**src/rtl/add_int32_seq_if.sv**
```systemverilog
// Operand/result handshake bundle for the bit-serial adder.
// The master side offers operands and accepts results; the slave side is the adder.
interface add_int32_seq_if #(
  parameter int WIDTH = 32
);
  logic             in_valid;
  logic             in_ready;
  logic             op_sub;
  logic [WIDTH-1:0] a;
  logic [WIDTH-1:0] b;
  logic             out_valid;
  logic             out_ready;
  logic [WIDTH-1:0] result;
  logic             cout;
  logic             ovf;
  logic             busy;

  modport master (
    output in_valid, op_sub, a, b, out_ready,
    input  in_ready, out_valid, result, cout, ovf, busy
  );

  modport slave (
    input  in_valid, op_sub, a, b, out_ready,
    output in_ready, out_valid, result, cout, ovf, busy
  );
endinterface

```
**src/rtl/add_int32_seq.sv**
```systemverilog
// Sequential add/subtract: SLICE bits per cycle through a small ripple adder,
// with a valid/ready handshake on both the operand and the result side.
module add_int32_seq #(
  parameter int WIDTH = 32,
  parameter int SLICE = 1
) (
  input  logic          clk,
  input  logic          rst,
  add_int32_seq_if.slave bus
);

  localparam int NUM_SLICES = WIDTH / SLICE;
  localparam int CNT_W      = (NUM_SLICES > 1) ? $clog2(NUM_SLICES) : 1;

  typedef enum logic [1:0] {
    IDLE,
    COMPUTE,
    DONE
  } state_t;

  state_t             state_q, state_d;
  logic [WIDTH-1:0]   a_q, a_d;
  logic [WIDTH-1:0]   b_q, b_d;
  logic               carry_q, carry_d;
  logic [CNT_W-1:0]   cnt_q, cnt_d;
  logic [WIDTH-1:0]   sum_sr_q, sum_sr_d;
  logic [WIDTH-1:0]   result_q, result_d;
  logic               cout_q, cout_d;
  logic               ovf_q, ovf_d;

  logic [SLICE-1:0]       sum_slice;
  logic [SLICE:0]         c;
  logic [WIDTH+SLICE-1:0] sr_cat;
  logic [WIDTH-1:0]       sr_shifted;
  logic                   last_slice;

  always_ff @(posedge clk) begin
    if (rst) begin
      state_q  <= IDLE;
      a_q      <= '0;
      b_q      <= '0;
      carry_q  <= 1'b0;
      cnt_q    <= '0;
      sum_sr_q <= '0;
      result_q <= '0;
      cout_q   <= 1'b0;
      ovf_q    <= 1'b0;
    end else begin
      state_q  <= state_d;
      a_q      <= a_d;
      b_q      <= b_d;
      carry_q  <= carry_d;
      cnt_q    <= cnt_d;
      sum_sr_q <= sum_sr_d;
      result_q <= result_d;
      cout_q   <= cout_d;
      ovf_q    <= ovf_d;
    end
  end

  always_comb begin
    state_d    = state_q;
    a_d        = a_q;
    b_d        = b_q;
    carry_d    = carry_q;
    cnt_d      = cnt_q;
    sum_sr_d   = sum_sr_q;
    result_d   = result_q;
    cout_d     = cout_q;
    ovf_d      = ovf_q;
    sum_slice  = '0;
    c          = '0;

    // c[SLICE-1] is the carry into the slice MSB, which on the final slice is the carry into bit WIDTH-1.
    c[0] = carry_q;
    for (int i = 0; i < SLICE; i++) begin
      sum_slice[i] = a_q[i] ^ b_q[i] ^ c[i];
      c[i+1]       = (a_q[i] & b_q[i]) | (c[i] & (a_q[i] ^ b_q[i]));
    end

    sr_cat     = {sum_slice, sum_sr_q};
    sr_shifted = sr_cat[WIDTH+SLICE-1:SLICE];
    last_slice = (cnt_q == CNT_W'(NUM_SLICES - 1));

    case (state_q)
      IDLE: begin
        if (bus.in_valid) begin
          a_d     = bus.a;
          b_d     = bus.op_sub ? ~bus.b : bus.b;
          carry_d = bus.op_sub;
          cnt_d   = '0;
          state_d = COMPUTE;
        end
      end
      COMPUTE: begin
        sum_sr_d = sr_shifted;
        a_d      = a_q >> SLICE;
        b_d      = b_q >> SLICE;
        carry_d  = c[SLICE];
        cnt_d    = cnt_q + CNT_W'(1);
        if (last_slice) begin
          result_d = sr_shifted;
          cout_d   = c[SLICE];
          ovf_d    = c[SLICE-1] ^ c[SLICE];
          cnt_d    = '0;
          state_d  = DONE;
        end
      end
      DONE: begin
        if (bus.out_ready) begin
          state_d = IDLE;
        end
      end
      default: begin
        state_d = IDLE;
      end
    endcase
  end

  assign bus.in_ready  = (state_q == IDLE);
  assign bus.busy      = (state_q == COMPUTE);
  assign bus.out_valid = (state_q == DONE);
  assign bus.result    = result_q;
  assign bus.cout      = cout_q;
  assign bus.ovf       = ovf_q;

endmodule

```
**src/flat_wrapper.sv**
```systemverilog
// flat-port wrapper written by rule: the top's interface ports become plain ports
module add_int32_seq_flat 
#(
  parameter int WIDTH = 32,
  parameter int SLICE = 1
)
  (clk, rst, bus_in_valid, bus_op_sub, bus_a, bus_b, bus_out_ready, bus_in_ready, bus_out_valid, bus_result, bus_cout, bus_ovf, bus_busy);
  add_int32_seq_if #(.WIDTH(WIDTH)) bus_i ();
  input  logic clk;
  input  logic rst;
  input wire logic [$bits(bus_i.in_valid)-1:0] bus_in_valid;
  input wire logic [$bits(bus_i.op_sub)-1:0] bus_op_sub;
  input wire logic [$bits(bus_i.a)-1:0] bus_a;
  input wire logic [$bits(bus_i.b)-1:0] bus_b;
  input wire logic [$bits(bus_i.out_ready)-1:0] bus_out_ready;
  output wire logic [$bits(bus_i.in_ready)-1:0] bus_in_ready;
  output wire logic [$bits(bus_i.out_valid)-1:0] bus_out_valid;
  output wire logic [$bits(bus_i.result)-1:0] bus_result;
  output wire logic [$bits(bus_i.cout)-1:0] bus_cout;
  output wire logic [$bits(bus_i.ovf)-1:0] bus_ovf;
  output wire logic [$bits(bus_i.busy)-1:0] bus_busy;
  assign bus_i.in_valid = bus_in_valid;
  assign bus_i.op_sub = bus_op_sub;
  assign bus_i.a = bus_a;
  assign bus_i.b = bus_b;
  assign bus_i.out_ready = bus_out_ready;
  assign bus_in_ready = bus_i.in_ready;
  assign bus_out_valid = bus_i.out_valid;
  assign bus_result = bus_i.result;
  assign bus_cout = bus_i.cout;
  assign bus_ovf = bus_i.ovf;
  assign bus_busy = bus_i.busy;
  add_int32_seq #(.WIDTH(WIDTH), .SLICE(SLICE)) u_core (.clk(clk), .rst(rst), .bus(bus_i));
endmodule
```
**config.mk**
```make
export PLATFORM = sky130hd
export DESIGN_NAME = add_int32_seq_flat
export DESIGN_NICKNAME = d
export VERILOG_FILES = /design/src/rtl/add_int32_seq_if.sv /design/src/rtl/add_int32_seq.sv /design/src/flat_wrapper.sv
export SDC_FILE = /design/constraint.sdc
export NUM_CORES = 1
export LEC_CHECK = 0
export CAP_MARGIN = 10
export CORE_MARGIN = 4
export CORE_UTILIZATION = 57
export DETAILED_ROUTE_END_ITERATION = 16
export PLACE_DENSITY = 0.85
export SYNTH_ARGS = -nofsm -noshare
export SYNTH_HDL_FRONTEND = slang
export SYNTH_SLANG_ARGS = --single-unit
```
**constraint.sdc**
```tcl
create_clock -name clk -period 3.8 [get_ports clk]
set_input_delay 0.38 -clock clk [delete_from_list [all_inputs] [get_ports clk]]
set_output_delay 0.38 -clock clk [all_outputs]
set_load 0.02 [all_outputs]
```
# Word-level counts from Yosys, hierarchy flattened
# Index checks and enable logic that the tools add are counted.
op_classes:
  add_sub_neg: 1
  n_eq_ne: 6
  n_mux: 14
  n_bitwise: 7
  n_reduce_logical: 5
op_table:
  columns: ["op", "count"]
  rows:
  - ["32-bit one-hot mux with 2 select lines", 2]
  - ["32-bit two-way mux", 3]
  - ["32-bit NOT", 1]
  - ["5-bit two-way mux", 2]
  - ["5-bit one-hot mux with 2 select lines", 1]
  - ["2-bit two-way mux", 3]
  - ["2-bit one-hot mux with 3 select lines", 1]
  - ["5-bit by 1-bit adder with 5-bit output, second input constant", 1]
  - ["5-bit equality test, second input constant", 1]
  - ["2-bit inequality test, second input constant", 2]
  - ["2-bit AND reduction", 2]
  - ["3-bit AND reduction", 1]
  - ["1-bit XOR", 3]
  - ["1-bit AND", 2]
  - ["2-bit by 1-bit equality test with 1-bit output, second input constant", 1]
  - ["2-bit equality test, second input constant", 1]
  - ["2-bit logical NOT", 1]
  - ["2-bit by 1-bit inequality test with 1-bit output, second input constant", 1]
  - ["1-bit one-hot mux with 2 select lines", 1]
  - ["2-bit nonzero test", 1]
  - ["1-bit two-way mux", 1]
  - ["1-bit bitwise OR", 1]
word_totals:
  regBits: 138
  inputBits: 69
  out_inout_bits: 37
  word_cells: 42

# Longest topological paths before layout
# Gate-level depths: netlist of the first run.
depth:
  word_depth: 4
  depth_mapped: 8
  ltp_nobuf: 6

# Least setup slack after synthesis of the first run
# Ideal clock, no wire load.
synth_path:
  path_type: "register -> register"
  startpoint: "register u_core.cnt_q[0]"
  endpoint: "register u_core.result_q[10] (netlist: u_core.bus.result[10])"
  setup_ns: 0.143
  arrival_ns: 1.469
  required_time_ns: 3.657
  setup_slack_ns: 2.188
  stages_incl_launch_ff: 9
  path_buffers: 2
  period_less_slack_ns: 1.612
  path_cell_list: "dfxtp_1 -> ha_1 -> and3_1 -> ha_1 -> and3b_1 -> buf_6 -> buf_6 -> nand2_1 -> a21oi_2"
synth_via:
  elab_chain_cells: 2
synth_rtl:
  columns: ["item", "line_no", "source"]
  rows:
  - ["start, declared", "add_int32_seq.sv:25", "logic [CNT_W-1:0] cnt_q, cnt_d;"]
  - ["start signal, assigned", "add_int32_seq.sv:53", "cnt_q <= cnt_d;"]
  - ["5-bit equality test", "add_int32_seq.sv:83", "last_slice = (cnt_q == CNT_W'(NUM_SLICES - 1));"]
  - ["2-bit AND reduction (no line)", null, null]
  - ["end signal, assigned", "add_int32_seq.sv:55", "result_q <= result_d;"]
  - ["end, declared", "add_int32_seq.sv:27", "logic [WIDTH-1:0] result_q, result_d;"]
# No other way between the ends.
# A chain may end at the register's enable or synchronous reset.

# Final worst setup path of the first run
layout_path:
  startpoint: "register u_core.state_q[0]"
  endpoint: "output port bus_busy"
layout_via:
  elab_chain_cells: 1
layout_rtl:
  columns: ["item", "line_no", "source"]
  rows:
  - ["start, declared", "add_int32_seq.sv:21", "state_t state_q, state_d;"]
  - ["start signal, assigned", "add_int32_seq.sv:49", "state_q <= state_d;"]
  - ["2-bit by 1-bit equality test with 1-bit output", "add_int32_seq.sv:121", "assign bus.busy = (state_q == COMPUTE);"]
  - ["end, declared", "flat_wrapper.sv:21", "output wire logic [$bits(bus_i.busy)-1:0] bus_busy;"]
# No other way between the ends.

==> results of run 1 <==
[tightest hold or removal path, cell delays in order]
cell and delay, ps:
buf_4 110, nor2_4 140, o2bb2ai_1 150
[final timing paths]
check / to / slack, ps / cells past startpoint
worst min register to register: u_core.bus.result[27] / 460 / 2
worst max register to register: u_core.b_q[5] / 960 / 4
worst min-delay path: u_core.b_q[18] / 320 / 3
worst max-delay path: bus_busy / 660 / 3
[kinds of logic (layout without fill, tap and decap cells)]
family,after synthesis,in the layout,synth area share
xor gates and xnor gates,33,33,0.0483
buffers and inverters,67,145,0.0600
muxes,1,1,0.00167
adders and majority gates,3,3,0.00753
AOI/OAI and AO/OA,173,173,0.196
DFF,137,137,0.458
and+or+nand+nor,277,277,0.228
[stage by stage]
step	power [mW]	hold slack (ps)
after floorplan	1.82	432
after global placement	1.92	445
after detailed placement	1.93	448
after CTS	3.53	302
after global routing	3.64	335
final	3.52	321
[registers in the layout (all words and copies together), names as in the netlist]
name / cells
u_core.bus.result: 32
u_core.carry_q: 1
u_core.a_q: 32
u_core.sum_sr_q: 31
u_core.bus.ovf: 1
u_core.state_q: 2
u_core.b_q: 32
u_core.cnt_q: 5
u_core.bus.cout: 1
[layout by cell type, fill, tap and decap left out, types with 3 or more instances in the layout]
master           instances
or3b_1                  27
a32oi_1                  3
dfxtp_1                136
clkinvlp_4               3
or3b_2                   5
nor2_1                  39
clkbuf_16               16
inv_6                    7
nand2b_1                34
xor2_1                  32
a22oi_1                 32
a21oi_2                 20
or3_1                    3
nand2_1                129
clkdlybuf4s50_1        103
nor3_1                  32
buf_4                    7
a21oi_1                 81
o2bb2ai_1               31
[where the power goes]
| part | internal (mW) | switching (mW) | total, mW |
|---|---|---|---|
| registers | 1.50 | 0.0463 | 1.55 |
| clock network | 0.946 | 0.659 | 1.61 |
| logic | 0.176 | 0.185 | 0.360 |
| total | 2.63 | 0.890 | 3.52 |
[layout make-up]
class / instances / area [µm²]
repair buffers: 111 / 1090
clock inverters: 14 / 161
well taps: 136 / 170
inverters: 3 / 11.3
fillers: 751 / 2810
clock buffers: 17 / 414
multi-input cells: 487 / 2880
flip-flops and latches: 137 / 2740
[routing by layer]
layer	track usage	up-vias	wire (µm)
met2	0.369	138	6660
met1	0.260	2356	5610
met5	0	-	0
met3	0.0548	25	613
met4	0.0764	0	235
li1	-	2489	-
==> metrics.md, run 1 <==
| Metric | Value |
|---|---|
| Status | `complete, no violations` |
| CP Cell Sequence | `nand2b_1, inv_2, clkdlybuf4s50_1` |
| Die height | `approximately 110 µm` |
| DRT Wirelength | `13100 µm` |
| Routability Congestion | `just under 0.8` |
| Slew Limit Fails | `0` |
| Synthesized flop and latch total | `~140` |
| 1st-pass router iterations | `5` |
| Period utilisation layout | `0.826` |
| Startpoint Class | `register` |
| Tightest Hold Check Type | `in -> reg` |
| GRT Resource Usage Total | `0.215` |
| Syn_nets | `763` |
| CTS tree | `yes` |
| Cell area after synthesis | `5980 µm²` |
| CP Buf/Inv Count | `2` |
| H-tree level count | `4` |
| Most frequent cell after synthesis | `dfxtp_1` |
| Rel. slew slack | `0.201` |
| Post-route setup slack | `661 ps` |
| Setup bufs post-CTS | `0` |
| Clock sink count | `approximately 140` |
| Total CTS buffers | `17` |
| Drc violations | `0` |
| Syn. warnings | `0` |
| Top delay family on crit path | `buffers and inverters` |
| Worst setup EP type | `output port` |
| Layout cell share with drive strength beyond 1 | `0.0923` |
| Leak pwr | `2.61 nW` |
| Minimum clock period | `3140 ps` |
| Vias | `5008` |
| Initial Util | `0.582` |
| Endpoints failing setup | `0` |
| Fmax | `between 300 and 400 MHz` |
| First-pass GRT wire length | `22300 µm` |
| I/O Buffers | `105` |
| Rows | `37` |
| Post-CTS Hold Buffers | `0` |
| Crit Path Class | `reg -> out` |
| Post-synthesis sequential area ratio | `0.458` |
| Top cell type's share of synthesized area | `0.458` |
| Final hold vios | `0` |
| DRT antenna net count | `0` |
| Fin cells | `905` |
| Crit-path max cell delay | `850 ps` |
| Clock transition at the registers of the reported paths | `60 ps` |
| Clock tree buffer depth | `2` |
| Post-synth top area cell | `dfxtp_1` |
| DP HPWL | `around 8000 µm` |
| Req. time, crit path | `roughly 3400 ps` |
| Die area | `12200 µm²` |
| CTS root buf | `clkbuf_8` |
| Worst-Margin Slew | `1190 ps` |
| Final Instance Area | `around 7500 µm²` |
| Final Skew | `8.38 ps` |
| Max_cap viols | `0` |
| Resize count post-CTS | `0` |
| Hold Startpoint | `rst` |
| Largest vdd supply drop | `0.345 mV` |
| Number of global-route vias before repair | `4787` |
| Gr ovfl total | `0` |
| Syn avg cell area | `~8.7 µm²` |
| Starting DRT DRC Count | `319` |
| Critical path peak fanout | `45` |
| Critical Path AT | `2760 ps` |
| Layout area overhead | `24.9%` |
| Leading cell types by count after synthesis | `dfxtp_1, nand2_1, a21oi_1` |
| R2R Path Start | `u_core.state_q[0]` |
| Distinct cells, synth | `38` |
| Skew-Pair Late Insertion Delay | `520 ps` |
| DP Area | `approximately 6900 µm²` |
| Die Wd | `around 110 µm` |
| # diodes | `0` |
| Number of enable flip-flop cells after synthesis | `0` |
| Power per cell area | `470 nW/µm²` |
| Setup WS pre-CTS | `~1000 ps` |
| Ys flop type | `dfxtp_1` |
| Core Region | `10300 µm²` |
| TNS Setup | `0 ps` |
| Placed cells | `874` |
| Ports | `106` |
| Largest net degree at the start of global routing | `105` |
| Routed wire per std cell | `roughly 14 µm` |
| Slowest-stage cell, CP | `dfxtp_2` |
| Synth top area cells | `dfxtp_1, nand2_1, a21oi_1` |
| Mapped Cells | `691` |
| # nets final | `between 800 and 900` |
| Unrepaired setup endpoints after global routing | `no` |
| DR vias/cell | `5.53` |
| Initial antenna violation count | `0` |
| Worst setup startpoint | `u_core.state_q[0]` |
| Final core utilization | `0.727` |
| Async set-reset flop share out of synthesis | `0` |
No activity file was read; power rests on OpenSTA's default activity.
==> run 2, diff against run 1 <==
--- a/config.mk
+++ b/config.mk
@@ -7,9 +7,9 @@
 export LEC_CHECK = 0
 export CAP_MARGIN = 10
 export CORE_MARGIN = 4
-export CORE_UTILIZATION = 57
+export CORE_UTILIZATION = 48
 export DETAILED_ROUTE_END_ITERATION = 16
-export PLACE_DENSITY = 0.85
+export PLACE_DENSITY = 0.77
 export SYNTH_ARGS = -nofsm -noshare
 export SYNTH_HDL_FRONTEND = slang
 export SYNTH_SLANG_ARGS = --single-unit
==> constraint.sdc (replaced) <==
create_clock -name clk -period 2.6 [get_ports clk]
set_input_delay 0.26 -clock clk [delete_from_list [all_inputs] [get_ports clk]]
set_output_delay 0.26 -clock clk [all_outputs]
set_load 0.02 [all_outputs]
==> run 2 against run 1 <==
Net effect:
- count of clock-buffer cells in the layout up 12
- via count down 1.4%
- die area up 17%
- sequential power up 46%
- combinational power up 47%
- largest cell class unchanged
- largest power group is now registers
- highest routed layer unchanged
==> metrics.md, run 2 (synthesis gave the netlist of run 1 again) <==
| Metric | Value |
|---|---|
| Fmax | `471 MHz` |
| Max_cap viols | `0` |
| Tightest hold margin | `321 ps` |
| Status | `complete, no violations` |
| Unrepaired setup endpoints after global routing | `no` |
| Total CTS buffers | `17` |
| Number of global-route vias before repair | `4735` |
| Most common cell after layout, fill and taps aside | `dfxtp_1` |
| First-pass GRT wire length | `21800 µm` |
| Req. time, crit path | `2340 ps` |
| Final hold vios | `0` |
| Layout cell share with drive strength beyond 1 | `0.0903` |
| Critical path peak fanout | `40` |
| Startpoint Class | `register` |
| DRT Wirelength | `12800 µm` |
| H-tree level count | `4` |
| Rel. slew slack | `0.422` |
| Setup bufs post-CTS | `0` |
| # nets final | `835` |
| Worst-Margin Slew | `867 ps` |
| DRT antenna net count | `0` |
| Period utilisation layout | `0.816` |
| 1st-pass router iterations | `4` |
| # diodes | `0` |
| Ports | `between 100 and 150` |
| Power per cell area | `668 nW/µm²` |
| Core Region | `12100 µm²` |
| CTS tree | `yes` |
| GRT Resource Usage Total | `0.183` |
| Post-CTS Hold Buffers | `0` |
| CTS root buf | `clkbuf_16` |
| Rows | `40` |
| Tightest Hold Check Type | `in -> reg` |
| Resize count post-CTS | `0` |
| Initial antenna violation count | `0` |
| Crit Path Class | `reg -> out` |
| Largest net degree at the start of global routing | `50` |
| Skew-Pair Late Insertion Delay | `410 ps` |
| Largest vdd supply drop | `0.441 mV` |
| Total power | `5.04 mW` |
| DP HPWL | `8240 µm` |
| Commonest cells after routing, fill and taps aside | `dfxtp_1, nand2_1, clkdlybuf4s50_1` |
| Fin cells | `943` |
| Drc violations | `0` |
| Final core utilization | `0.623` |
| Worst setup EP type | `output port` |
| Slew Limit Fails | `0` |
| Gr ovfl total | `0` |
| Clock tree buffer depth | `2` |
| Critical Path AT | `1860 ps` |
| Placed cells | `slightly above 900` |
| DR vias/cell | `5.24` |
| Minimum clock period | `roughly 2100 ps` |
| TNS Setup | `0 ps` |
| Endpoints failing setup | `0` |
| Final Skew | `6.26 ps` |
| Routability Congestion | `0.751` |
| Die height | `roughly 120 µm` |
| Clock sink count | `about 140` |
| Die Wd | `120 µm` |
| Routed wire per std cell | `13.5 µm` |
| Die area | `14300 µm²` |
| I/O Buffers | `105` |
| Initial Util | `0.494` |
| Layout area overhead | `26.0%` |
| Leak pwr | `2.64 nW` |
| Clock transition at the registers of the reported paths | `approximately 50 ps` |
| Vias | `4938` |
| Starting DRT DRC Count | `~350` |
## run 2: path summary, 6_finish.rpt
kind                                             from               endpoint  slack [ps]  cells after the start
worst max-delay path                u_core.state_q[0]           bus_in_ready         480                      2
worst min register to register  u_core.bus.result[28]  u_core.bus.result[28]         450                      2
worst min-delay path                              rst         u_core.a_q[31]         320                      2
worst max register to register        u_core.cnt_q[0]   u_core.bus.result[9]         600                      6
## run 2: through the flow
step | area (µm²) | setup WS, ps
floorplan | 5980 | 988
global placement | 6980 | 498
detailed placement | 6980 | 428
CTS | 7540 | 455
global route | 7540 | 375
finish | 7540 | 477
## run 2: cell type report
cell class,count,area (µm²)
Clock inverter,2,35.0
Fill cell,1065,4570
Inverter,3,11.3
Timing Repair Buffer,117,1130
Multi-Input combinational cell,487,2880
Tap cell,168,210
Sequential cell,137,2750
Clock buffer,29,520
## run 2: metal layers
layer	part of all wire	vias to the layer above	global-route usage	wire, µm
met5	0	-	0	0
met2	0.49	126	0.302	6230
li1	-	2495	-	-
met4	0.014	0	0.0623	181
met3	0.048	20	0.0443	619
met1	0.45	2297	0.236	5740
## run 2: where the power goes
part	leakage, nW	total (mW)	switching (mW)	internal [mW]
Clock	0.272	2.24	0.808	1.44
Combinational	1.25	0.531	0.268	0.264
Sequential	1.12	2.26	0.0637	2.20
Total	2.64	5.04	1.14	3.90
## run 2: worst max-delay path, cell delays in order, from the launching register on
cell and delay, ps:
dfxtp_4 460, nor2_1 310, clkdlybuf4s50_1 670
==> run 3, diff against run 2 <==
==> constraint.sdc (replaced) <==
create_clock -name clk -period 1.7 [get_ports clk]
set_input_delay 0.17 -clock clk [delete_from_list [all_inputs] [get_ports clk]]
set_output_delay 0.17 -clock clk [all_outputs]
set_load 0.02 [all_outputs]
==> run 3 against run 2 <==
Net effect:
- worst hold slack worse by 200 ps
- design area rose by 3.4%
- critical endpoint is now u_core.bus.result[4]
- clock skew increased by 1.1 ps
- sequential share of layout area shrank 1.2 points
- first-iteration DRC count shrank 6.6%
- sequential cell count stayed put
- utilization rose by 2.1 points
- combinational power increased by 63%
==> metrics.md, run 3 (synthesis gave the netlist of run 1 again) <==
| Metric | Value |
|---|---|
| Status | `complete, no violations` |
| Worst r2r path cells | `7` |
| CTS tree | `yes` |
| Commonest cells after routing, fill and taps aside | `dfxtp_1, nand2_1, clkdlybuf4s50_1` |
| Tightest Hold Check Type | `in -> reg` |
| R2R Path Start | `u_core.cnt_q[0]` |
| Most common cell after layout, fill and taps aside | `dfxtp_1` |
| Max_cap viols | `0` |
| Minimum clock period | `1630 ps` |
| Skew-Pair Late Insertion Delay | `410 ps` |
| Vias | `5005` |
| 1st-pass router iterations | `5` |
| Clock transition at the registers of the reported paths | `60 ps` |
| Hold path depth | `2` |
| Critical path peak fanout | `17` |
| I/O Buffers | `105` |
| Layout area overhead | `30.3%` |
| Internal power | `5.97 mW` |
| Final hold vios | `0` |
| CTS root buf | `clkbuf_16` |
| Worst setup startpoint | `u_core.cnt_q[0]` |
| DRT antenna net count | `0` |
| Comb pwr share | `0.111` |
| Clock tree buffer depth | `2` |
| Period utilisation layout | `0.959` |
| Crit Path Class | `reg -> reg` |
| Largest net degree at the start of global routing | `63` |
| Sequential fraction of design power | `0.440` |
| Initial Util | `0.494` |
| Total CTS buffers | `17` |
| Fin cells | `957` |
| Hold Startpoint | `rst` |
| Hold EP | `u_core.a_q[31]` |
| Routability Congestion | `0.763` |
| Req. time, crit path | `between 1500 and 2000 ps` |
| P_sw | `~1.9 mW` |
| First-pass GRT wire length | `21900 µm` |
| Post-CTS Hold Buffers | `0` |
| DR vias/cell | `5.23` |
| GRT Resource Usage Total | `0.183` |
| Fmax | `approximately 600 MHz` |
| Leak pwr | `2.75 nW` |
| R2r setup slk | `70 ps` |
| Slew Limit Fails | `0` |
| Drc violations | `0` |
| H-tree level count | `4` |
| DP HPWL | `between 8000 and 9000 µm` |
| Critical Path AT | `roughly 1900 ps` |
| Initial antenna violation count | `0` |
| Routed wire per std cell | `about 14 µm` |
| Unrepaired setup endpoints after global routing | `no` |
| Rows | `40` |
| Layout cell share with drive strength beyond 1 | `0.118` |
| Clock sink count | `~140` |
| Placed cells | `922` |
| Final core utilization | `0.643` |
| DRT Wirelength | `13400 µm` |
| Endpoints failing setup | `0` |
| Clock Power Share | `0.449` |
| Startpoint Class | `register` |
| Number of global-route vias before repair | `4828` |
| Net Sw Frac | `0.238` |
| # nets final | `848` |
| Core Region | `approximately 12000 µm²` |
| Worst-Margin Slew | `approximately 370 ps` |
| Die area | `14300 µm²` |
| # diodes | `0` |
| Terminus of the critical flop-to-flop path | `u_core.bus.result[4]` |
| Largest vdd supply drop | `between 0.5 and 0.6 mV` |
| Starting DRT DRC Count | `326` |
| Rel. slew slack | `0.756` |
| Die Wd | `120 µm` |
| Ports | `106` |
| Final Skew | `7.39 ps` |
| Die height | `120 µm` |
| Power per cell area | `1000 nW/µm²` |
| Worst setup EP type | `register` |
| Gr ovfl total | `0` |
-- run 3: how the worst max path moves through the flow --
stage / to / slack, ps / cells past startpoint
floorplan: u_core.bus.result[10] / 90 / 8
global placement: u_core.carry_q / 80 / 5
detailed placement: u_core.a_q[6] / -20 / 6
CTS: u_core.bus.ovf / 7 / 7
global route: u_core.bus.result[18] / 20 / 7
finish: u_core.bus.result[4] / 70 / 7
-- run 3: timing repair --
action                                  in CTS  in global routing
setup buffers                                0                  1
hold endpoints to repair                     0                  0
cloned                                       0                  2
resized for setup                            3                  5
endpoints found under the setup margin       3                 22
-- run 3: area by class of cell --
type,count,area [µm²]
clock buffer,23,488
clock inverter,9,91.3
fill,1070,4320
inverter,3,11.3
multi-input combinational,487,2890
sequential,137,2750
tap,168,210
timing repair buffer,130,1350
-- run 3: power by group through the flow --
stage	combinational (mW)	clock (mW)	sequential, mW
after global placement	0.840	0	3.50
after detailed placement	0.870	0	3.51
after CTS	0.873	3.57	3.44
after floorplan	0.587	0	3.48
after global routing	0.965	3.70	3.46
final	0.868	3.52	3.45
-- run 3: layer usage --
layer | vias up | GRT usage | routed length [µm]
met5 | - | 0 | 0
met3 | 13 | 0.0476 | 683
met2 | 130 | 0.313 | 6820
li1 | 2521 | - | -
met1 | 2341 | 0.227 | 5830
met4 | 0 | 0.0565 | 108
-- run 3: critical path: stages, from the launching register on --
cell and delay, ps:
dfxtp_1 310, ha_1 200, and3_1 190, ha_2 200
and3b_2 280, clkbuf_16 200, nand2_1 90, a21oi_2 50
-- run 3: metrics by stage --
stage / hold slack [ps] / worst slack (ps) / area (µm²) / total power, mW / TNS, ps
2_1_floorplan: 342 / 88.0 / 5980 / 4.07 / 0
3_3_place_gp: 446 / 76.5 / 7150 / 4.35 / 0
3_5_place_dp: 447 / -21.5 / 7150 / 4.38 / -48.0
4_1_cts: 115 / 6.71 / 7720 / 7.88 / 0
5_1_grt: 125 / 18.3 / 7790 / 8.13 / 0
6_report: 120 / 70.4 / 7790 / 7.83 / 0
